===== config.mk =====
export PLATFORM = sky130hd
export DESIGN_NAME = param_regfile
export DESIGN_NICKNAME = d
export VERILOG_FILES = /design/src/rtl/regfile_pkg.sv /design/src/rtl/reg_write_decoder.sv /design/src/rtl/param_regfile.sv
export SDC_FILE = /design/constraint.sdc
export NUM_CORES = 2
export LEC_CHECK = 0
export CORE_ASPECT_RATIO = 1.5
export CORE_MARGIN = 2
export CORE_UTILIZATION = 30
export CTS_BUF_LIST = sky130_fd_sc_hd__clkbuf_4 sky130_fd_sc_hd__clkbuf_8 sky130_fd_sc_hd__clkbuf_16
export CTS_CLUSTER_DIAMETER = 100
export DETAILED_ROUTE_END_ITERATION = 12
export PLACE_DENSITY = 0.52
export SLEW_MARGIN = 20
export SYNTH_ARGS = -nofsm -noshare
export SYNTH_HDL_FRONTEND = slang
export SYNTH_HIERARCHICAL = 1
export SYNTH_SLANG_ARGS = --single-unit

===== constraint.sdc =====
create_clock -name clk -period 77.6 [get_ports clk]
set_input_delay 7.76 -clock clk [delete_from_list [all_inputs] [get_ports clk]]
set_output_delay 7.76 -clock clk [all_outputs]
set_load 0.05 [all_outputs]

===== src/rtl/regfile_pkg.sv =====
// Shared types, default sizes and the address-qualification helper for the
// parametrised register file.
package regfile_pkg;

    localparam int DEFAULT_DATA_W   = 64;
    localparam int DEFAULT_NUM_REGS = 32;
    localparam int DEFAULT_ZERO_REG = 31;

    typedef logic [4:0]  reg_addr_t;
    typedef logic [63:0] reg_data_t;

    // True for the hardwired-zero index or any index past the last register;
    // such an address is never written and always reads back as zero.
    function automatic logic is_zero_or_oob(input int addr, input int num_regs,
                                            input int zero_reg);
        return (addr == zero_reg) || (addr >= num_regs);
    endfunction

endpackage


===== src/rtl/reg_write_decoder.sv =====
// One-hot write-row decoder: a row enable is raised only for an enabled write
// to an in-range register other than the hardwired-zero one.
module reg_write_decoder
    import regfile_pkg::*;
#(
    parameter int  NUM_REGS = DEFAULT_NUM_REGS,
    parameter int  ZERO_REG = DEFAULT_ZERO_REG,
    localparam int ADDR_W   = $clog2(NUM_REGS)
) (
    input  logic                en,
    input  logic [ADDR_W-1:0]   addr,
    output logic [NUM_REGS-1:0] onehot
);

    logic addr_ok;

    // NOTE: every output of a combinational block gets a default before any
    // conditional assignment, otherwise synthesis infers a latch.
    always_comb begin
        onehot  = '0;
        addr_ok = !is_zero_or_oob(int'(addr), NUM_REGS, ZERO_REG);
        for (int i = 0; i < NUM_REGS; i++) begin
            // en is ANDed first so an unknown address cannot raise a row while idle
            onehot[i] = en && addr_ok && (int'(addr) == i);
        end
    end

endmodule


===== src/rtl/param_regfile.sv =====
// Parametrised register file: NUM_RD combinational read ports, one write port,
// hardwired-zero register. Define REGFILE_BYPASS_EN for same-cycle write-through.
module param_regfile
    import regfile_pkg::*;
#(
    parameter int  DATA_W   = DEFAULT_DATA_W,
    parameter int  NUM_REGS = DEFAULT_NUM_REGS,
    parameter int  NUM_RD   = 2,
    parameter int  ZERO_REG = DEFAULT_ZERO_REG,
    localparam int ADDR_W   = $clog2(NUM_REGS)
) (
    input  logic                     clk,
    input  logic                     reset,
    input  logic                     RegWrite,
    input  logic [ADDR_W-1:0]        WriteRegister,
    input  logic [DATA_W-1:0]        WriteData,
    input  logic [NUM_RD*ADDR_W-1:0] ReadRegister,
    output logic [NUM_RD*DATA_W-1:0] ReadData
);

    logic [NUM_REGS-1:0] row_we;
    logic [DATA_W-1:0]   rows [NUM_REGS];
    logic [ADDR_W-1:0]   rd_addr;

    reg_write_decoder #(
        .NUM_REGS (NUM_REGS),
        .ZERO_REG (ZERO_REG)
    ) u_write_decoder (
        .en     (RegWrite),
        .addr   (WriteRegister),
        .onehot (row_we)
    );

    for (genvar i = 0; i < NUM_REGS; i++) begin : g_row
        logic [DATA_W-1:0] row_d;
        logic [DATA_W-1:0] row_q;

        always_comb begin
            row_d = row_q;
            if (row_we[i]) begin
                row_d = WriteData;
            end
        end

        // NOTE: sequential state uses non-blocking assignments so every flop
        // samples pre-edge values regardless of block evaluation order.
        // NOTE: each row carries an async clear because reset must zero the
        // whole file immediately; RAM-style arrays usually omit storage reset.
        always_ff @(posedge clk or posedge reset) begin
            if (reset) begin
                row_q <= '0;
            end else begin
                row_q <= row_d;
            end
        end

        assign rows[i] = row_q;
    end

    always_comb begin
        ReadData = '0;
        rd_addr  = '0;
        for (int p = 0; p < NUM_RD; p++) begin
            rd_addr = ReadRegister[p*ADDR_W +: ADDR_W];
            if (!is_zero_or_oob(int'(rd_addr), NUM_REGS, ZERO_REG)) begin
                ReadData[p*DATA_W +: DATA_W] = rows[rd_addr];
`ifdef REGFILE_BYPASS_EN
                // Forward the in-flight write so decode sees it without a stall
                if (RegWrite && !reset && (rd_addr == WriteRegister)) begin
                    ReadData[p*DATA_W +: DATA_W] = WriteData;
                end
`else
`endif
            end
        end
    end

endmodule

Word-level counts from Yosys, hierarchy flattened:

Index checks and enable logic that the tools add are counted.

* bits in registers: 2048
* output and inout port bits: 128
* bits of input ports: 82

* bitwise operators: 2
* multiplexer cells: 8
* reductions and logical operators: 35
* eq/ne operators: 33
* order comparisons: 2

Operators by type and width (count)
* $bmux 64 s5: 2
* $mux 64: 6
* $eq 5x5->1 const B: 16
* $eq 5x4->1 const B: 8
* $logic_and 1x1->1: 33
* $eq 5x3->1 const B: 4
* $eq 5x1->1 const B: 3
* $ge 6x6->1 const B: 2
* $not 5->6: 2
* $eq 5x2->1 const B: 2
* $logic_not 5->1: 1
* $logic_not 1->1: 1

Longest topological paths before layout:

* word-level depth: 5
* mapped depth: 9
* depth with buffers taken out: 5

By module:

The synthesis kept the hierarchy.

Modules (own cells, without submodules)
* param_regfile: instances 1, area each 108521.6 µm², cells an instance 6986
* reg_write_decoder: instances 1, area each 237.7 µm², cells an instance 48

Worst setup path after synthesis:

No wires, ideal clock.

* path kind: input port to output port
* from: in ReadRegister[1]
* to: out ReadData[25]
* buffers on the path: 4
* stages on the path: 7
* setup slack: 59728 ps
* data arrival time: 10112 ps
* path through: buf_2 -> buf_4 -> buf_2 -> clkbuf_1 -> mux4_2 -> mux2i_1 -> o32ai_1

* word-level cells in the longest chain between the ends: 5
* elaborated cells between the ends (all ways): 6
* those cells by class: eq/ne: 1; mux: 4; bitwise: 1

Ends and longest elaborated chain
* start, declared: line param_regfile.sv:17 `input logic [NUM_RD*ADDR_W-1:0] ReadRegister,`
* $not 5->6 (implied by the code): line param_regfile.sv:66 `ReadData[p*DATA_W +: DATA_W] = rows[rd_addr];`
* $bmux 64 s5: line param_regfile.sv:66
* $mux 64 (implied by the code) (2 in a row): line param_regfile.sv:66
* $mux 64 (*): line param_regfile.sv:65 `if (!is_zero_or_oob(int'(rd_addr), NUM_REGS, ZERO_REG)) begin`
* end, declared: line param_regfile.sv:18 `output logic [NUM_RD*DATA_W-1:0] ReadData`

Mark *: on every way between the ends. The rest lies on a longest branch, timed or not. The select of a mux whose other input is x is not followed.

Final worst setup path:

* from: in ReadRegister[5]
* to: out ReadData[106]

Same word-level chain as after synthesis.

==> results.cfg <==
[logic_synthesis]
netlist_area_um2 = 109000
synth_compound_area_frac = 0.0285
netlist_instances = 7034
muxShareOfSynthArea = 0.458
synth_area_per_cell_um2 = 15.5
ys_types = 41
ys.flop_type = dfrtp_1
ys_async_sr_fraction = 1.00
seq_area_frac_synth = 0.471
synthAdderAreaFrac = 0
ys_seq_elements = 2048
synthXorXnorAreaFrac = 0
synth-warning-count = 6
synth_edf_count = 0
yosys.area_share.simple = 0.00781
synth_nets = 7116
synth_top_family_by_area = multiplexers

[clock_tree]
cts_buffers = 209
postCtsHoldBufs = 0
cts_setup_buffers = 0
cts_buffer_depth = 4
clock-sinks = 2048
worstSkewPairLatency_ps = 890
root_buffer = clkbuf_16
htree_levels = 4
cts_tree = done
cts_resized = 0
path_clk_slew_ps = 60

[global_route]
grt_pass1_vias = 72200
grt_overflow = 0
grt_usage = 0.206
antenna_found_initial = 54
grt_max_degree = 148
grt_pass1_wl_mm = 550

[sta]
drv_slew = 0
fin_crit_ps = 21460
finalHoldViolCount = 0
period_share = 0.276
fin_skew_ps = 0
rsz0062_at_grt = no
relSlewSlack = 0.216
tightest_slew_ps = 1180
tns_ps = 0
setup_viol = 0
max_freq_mhz = 46.6

[final_layout]
layout-drive-gt1-share = 0.526
num-nets-final = 6934
largest_register_ffs = 2048
top_regs = g_row.row_q x2048
fin_util = 0.340
regMostFlops = g_row.row_q
synthToLayoutAreaGrowth_pct = 12.7

[floorplan]
io_pins = 210
chipHeight_um = 741
fp.coreArea_um2 = 361000
num_rows = 270
dieArea_um2 = 367000
start_util = 0.301
die_w_um = 496

[placed_design]
gp_congestion = 0.759
portBuffers = 209
hpwl_mm = 211

[drt]
wl_per_cell_um = 32.4
dr_wl_met3_mm = 18.8
drtPass1Iterations = 7
wirelength_mm = 382
post-route-drc-count = 0
ant_nets = 0
routed_via_density = 5.68
routed.top_layer = met5
num_vias = 67000
met2_length_mm = 187
dr.first_iter.drc_count = 5186
wl_met1_mm = 163

[power]
pwr-share-comb = 0.224
power_mw = 3.23
switchingPower_uw = 921
power.share.sequential = 0.441
ir_drop_v = 0.0000186
p_clk_frac = 0.335
p_leak_nw = 50.9
cellPowerDensity_nw_per_um2 = 26.3
p_sw_frac = 0.285
intPower_mw = 2.31

[flow_run]
max_cap_violations = 0

[critical_path]
cp.required_ps = 69840
crit_fanout = 62
arrival_ps = 13700
end_kind = primary output
start_kind = input port
path_class = input port to primary output

[run_status]
status = complete, no violations

[hold_path]
worstHoldPathType = flop to flop
[Yosys cell counts (3+ instances only)]
cell       number  area share
o221ai_1       63      0.0051
buf_4          34      0.0023
nand2_1        15     0.00052
nand4bb_1       3     0.00031
a21oi_1        70      0.0032
mux4_2       1004        0.21
and3_1         65      0.0037
nor2b_1         6     0.00035
buf_1          43      0.0015
clkbuf_1      573       0.020
nand3_1         6     0.00028
clkinv_1       59      0.0020
buf_2         117      0.0054
inv_1          58      0.0020
o21ai_0        63      0.0029
buf_6          12      0.0012
nand4b_1        3     0.00024
mux2i_1       401       0.037
a221oi_1        3     0.00024
dfrtp_1      2048        0.47
nand2b_1        5     0.00029
nor2_1         45      0.0016
a211oi_1       66      0.0046
o22ai_1       122      0.0070
mux2_2       2060        0.21
inv_2           3     0.00010
a22oi_1        69      0.0048
[power groups by stage]
stage / Combinational [mW] / Sequential [mW] / Clock (mW)
after floorplan: 0.563 / 1.40 / 0
after global placement: 0.716 / 1.42 / 0
after detailed placement: 0.730 / 1.44 / 0
after CTS: 0.732 / 1.42 / 1.11
after global routing: 0.772 / 1.45 / 1.15
final: 0.723 / 1.42 / 1.08
[stage by stage]
stage / instance area (um^2) / hold WS, ps / cells / worst slack [ps]
6_report: 123000 / 521 / 11800 / 56140
5_1_grt: 123000 / 537 / 11800 / 55670
4_1_cts: 123000 / 525 / 11800 / 55970
3_5_place_dp: 115000 / 510 / 11400 / 55970
3_3_place_gp: 115000 / 501 / 11400 / 55930
2_1_floorplan: 109000 / 492 / 7034 / 11990
[worst max-delay path, stage by stage]
cell	delay, ps
buf_8	590
buf_4	750
buf_4	730
buf_4	650
buf_4	730
mux4_2	590
a211oi_1	400
o21ai_0	160
and3_1	350
clkdlybuf4s50_1	770
[final cells by class]
class / count / area, um^2
Clock inverter: 83 / 971
Sequential cell: 2048 / 51200
Timing Repair Buffer: 386 / 3590
Clock buffer: 295 / 6230
Tap cell: 4760 / 5960
Antenna cell: 11 / 27.5
Inverter: 120 / 458
Multi-Input combinational cell: 4087 / 54100
Fill cell: 34600 / 238000
[per-layer routing]
layer,track usage,up-vias
li1,-,26800
met1,0.275,37500
met2,0.344,1980
met3,0.0305,624
met4,0.0619,24
met5,0,-
[path summary, 6_finish.rpt]
kind                                     start                   to  slack (ps)  cells past startpoint
hold / removal             g_row[18].row_q[41]  g_row[18].row_q[41]         520                      1
max in group asynchronous                reset  g_row[29].row_q[17]       63730                      9
setup reg to reg           g_row[21].row_q[53]  g_row[21].row_q[53]       76780                      1
setup / recovery               ReadRegister[5]        ReadData[106]       56140                     10
min in group asynchronous                reset   g_row[10].row_q[4]        7430                      2
hold reg to reg            g_row[18].row_q[41]  g_row[18].row_q[41]         520                      1
[layout by cell type (no fill, tap or decap), types with 3 or more instances in the layout]
cell / synthesis / routed
a211oi_1: 66 / 66
a21oi_1: 70 / 70
a221oi_1: 3 / 3
a22oi_1: 69 / 69
and3_1: 65 / 65
buf_12: 0 / 11
buf_16: 0 / 4
buf_2: 117 / 22
buf_4: 34 / 156
buf_6: 12 / 8
buf_8: 0 / 8
bufinv_16: 0 / 20
clkbuf_16: 0 / 212
clkbuf_4: 0 / 34
clkbuf_8: 0 / 49
clkdlybuf4s50_1: 0 / 177
clkinv_1: 59 / 59
clkinv_2: 0 / 51
clkinvlp_4: 0 / 9
dfrtp_1: 2048 / 2048
diode_2: 0 / 11
inv_1: 58 / 57
inv_2: 3 / 3
mux2_2: 2060 / 2060
mux2i_1: 401 / 401
mux4_2: 1004 / 1004
nand2_1: 15 / 14
nand2b_1: 5 / 5
nand3_1: 6 / 4
nand4b_1: 3 / 3
nand4bb_1: 3 / 3
nor2_1: 45 / 14
nor2_4: 0 / 31
nor2b_1: 6 / 5
o21ai_0: 63 / 63
o221ai_1: 63 / 63
o22ai_1: 122 / 122
[cell families after synthesis]
family	after synthesis
other	1
buffers and inverters	899
muxes	3465
DFF	2048
AOI/OAI and AO/OA	465
and+or+nand+nor	156
Note: power is estimated with default switching activity, not from simulation.
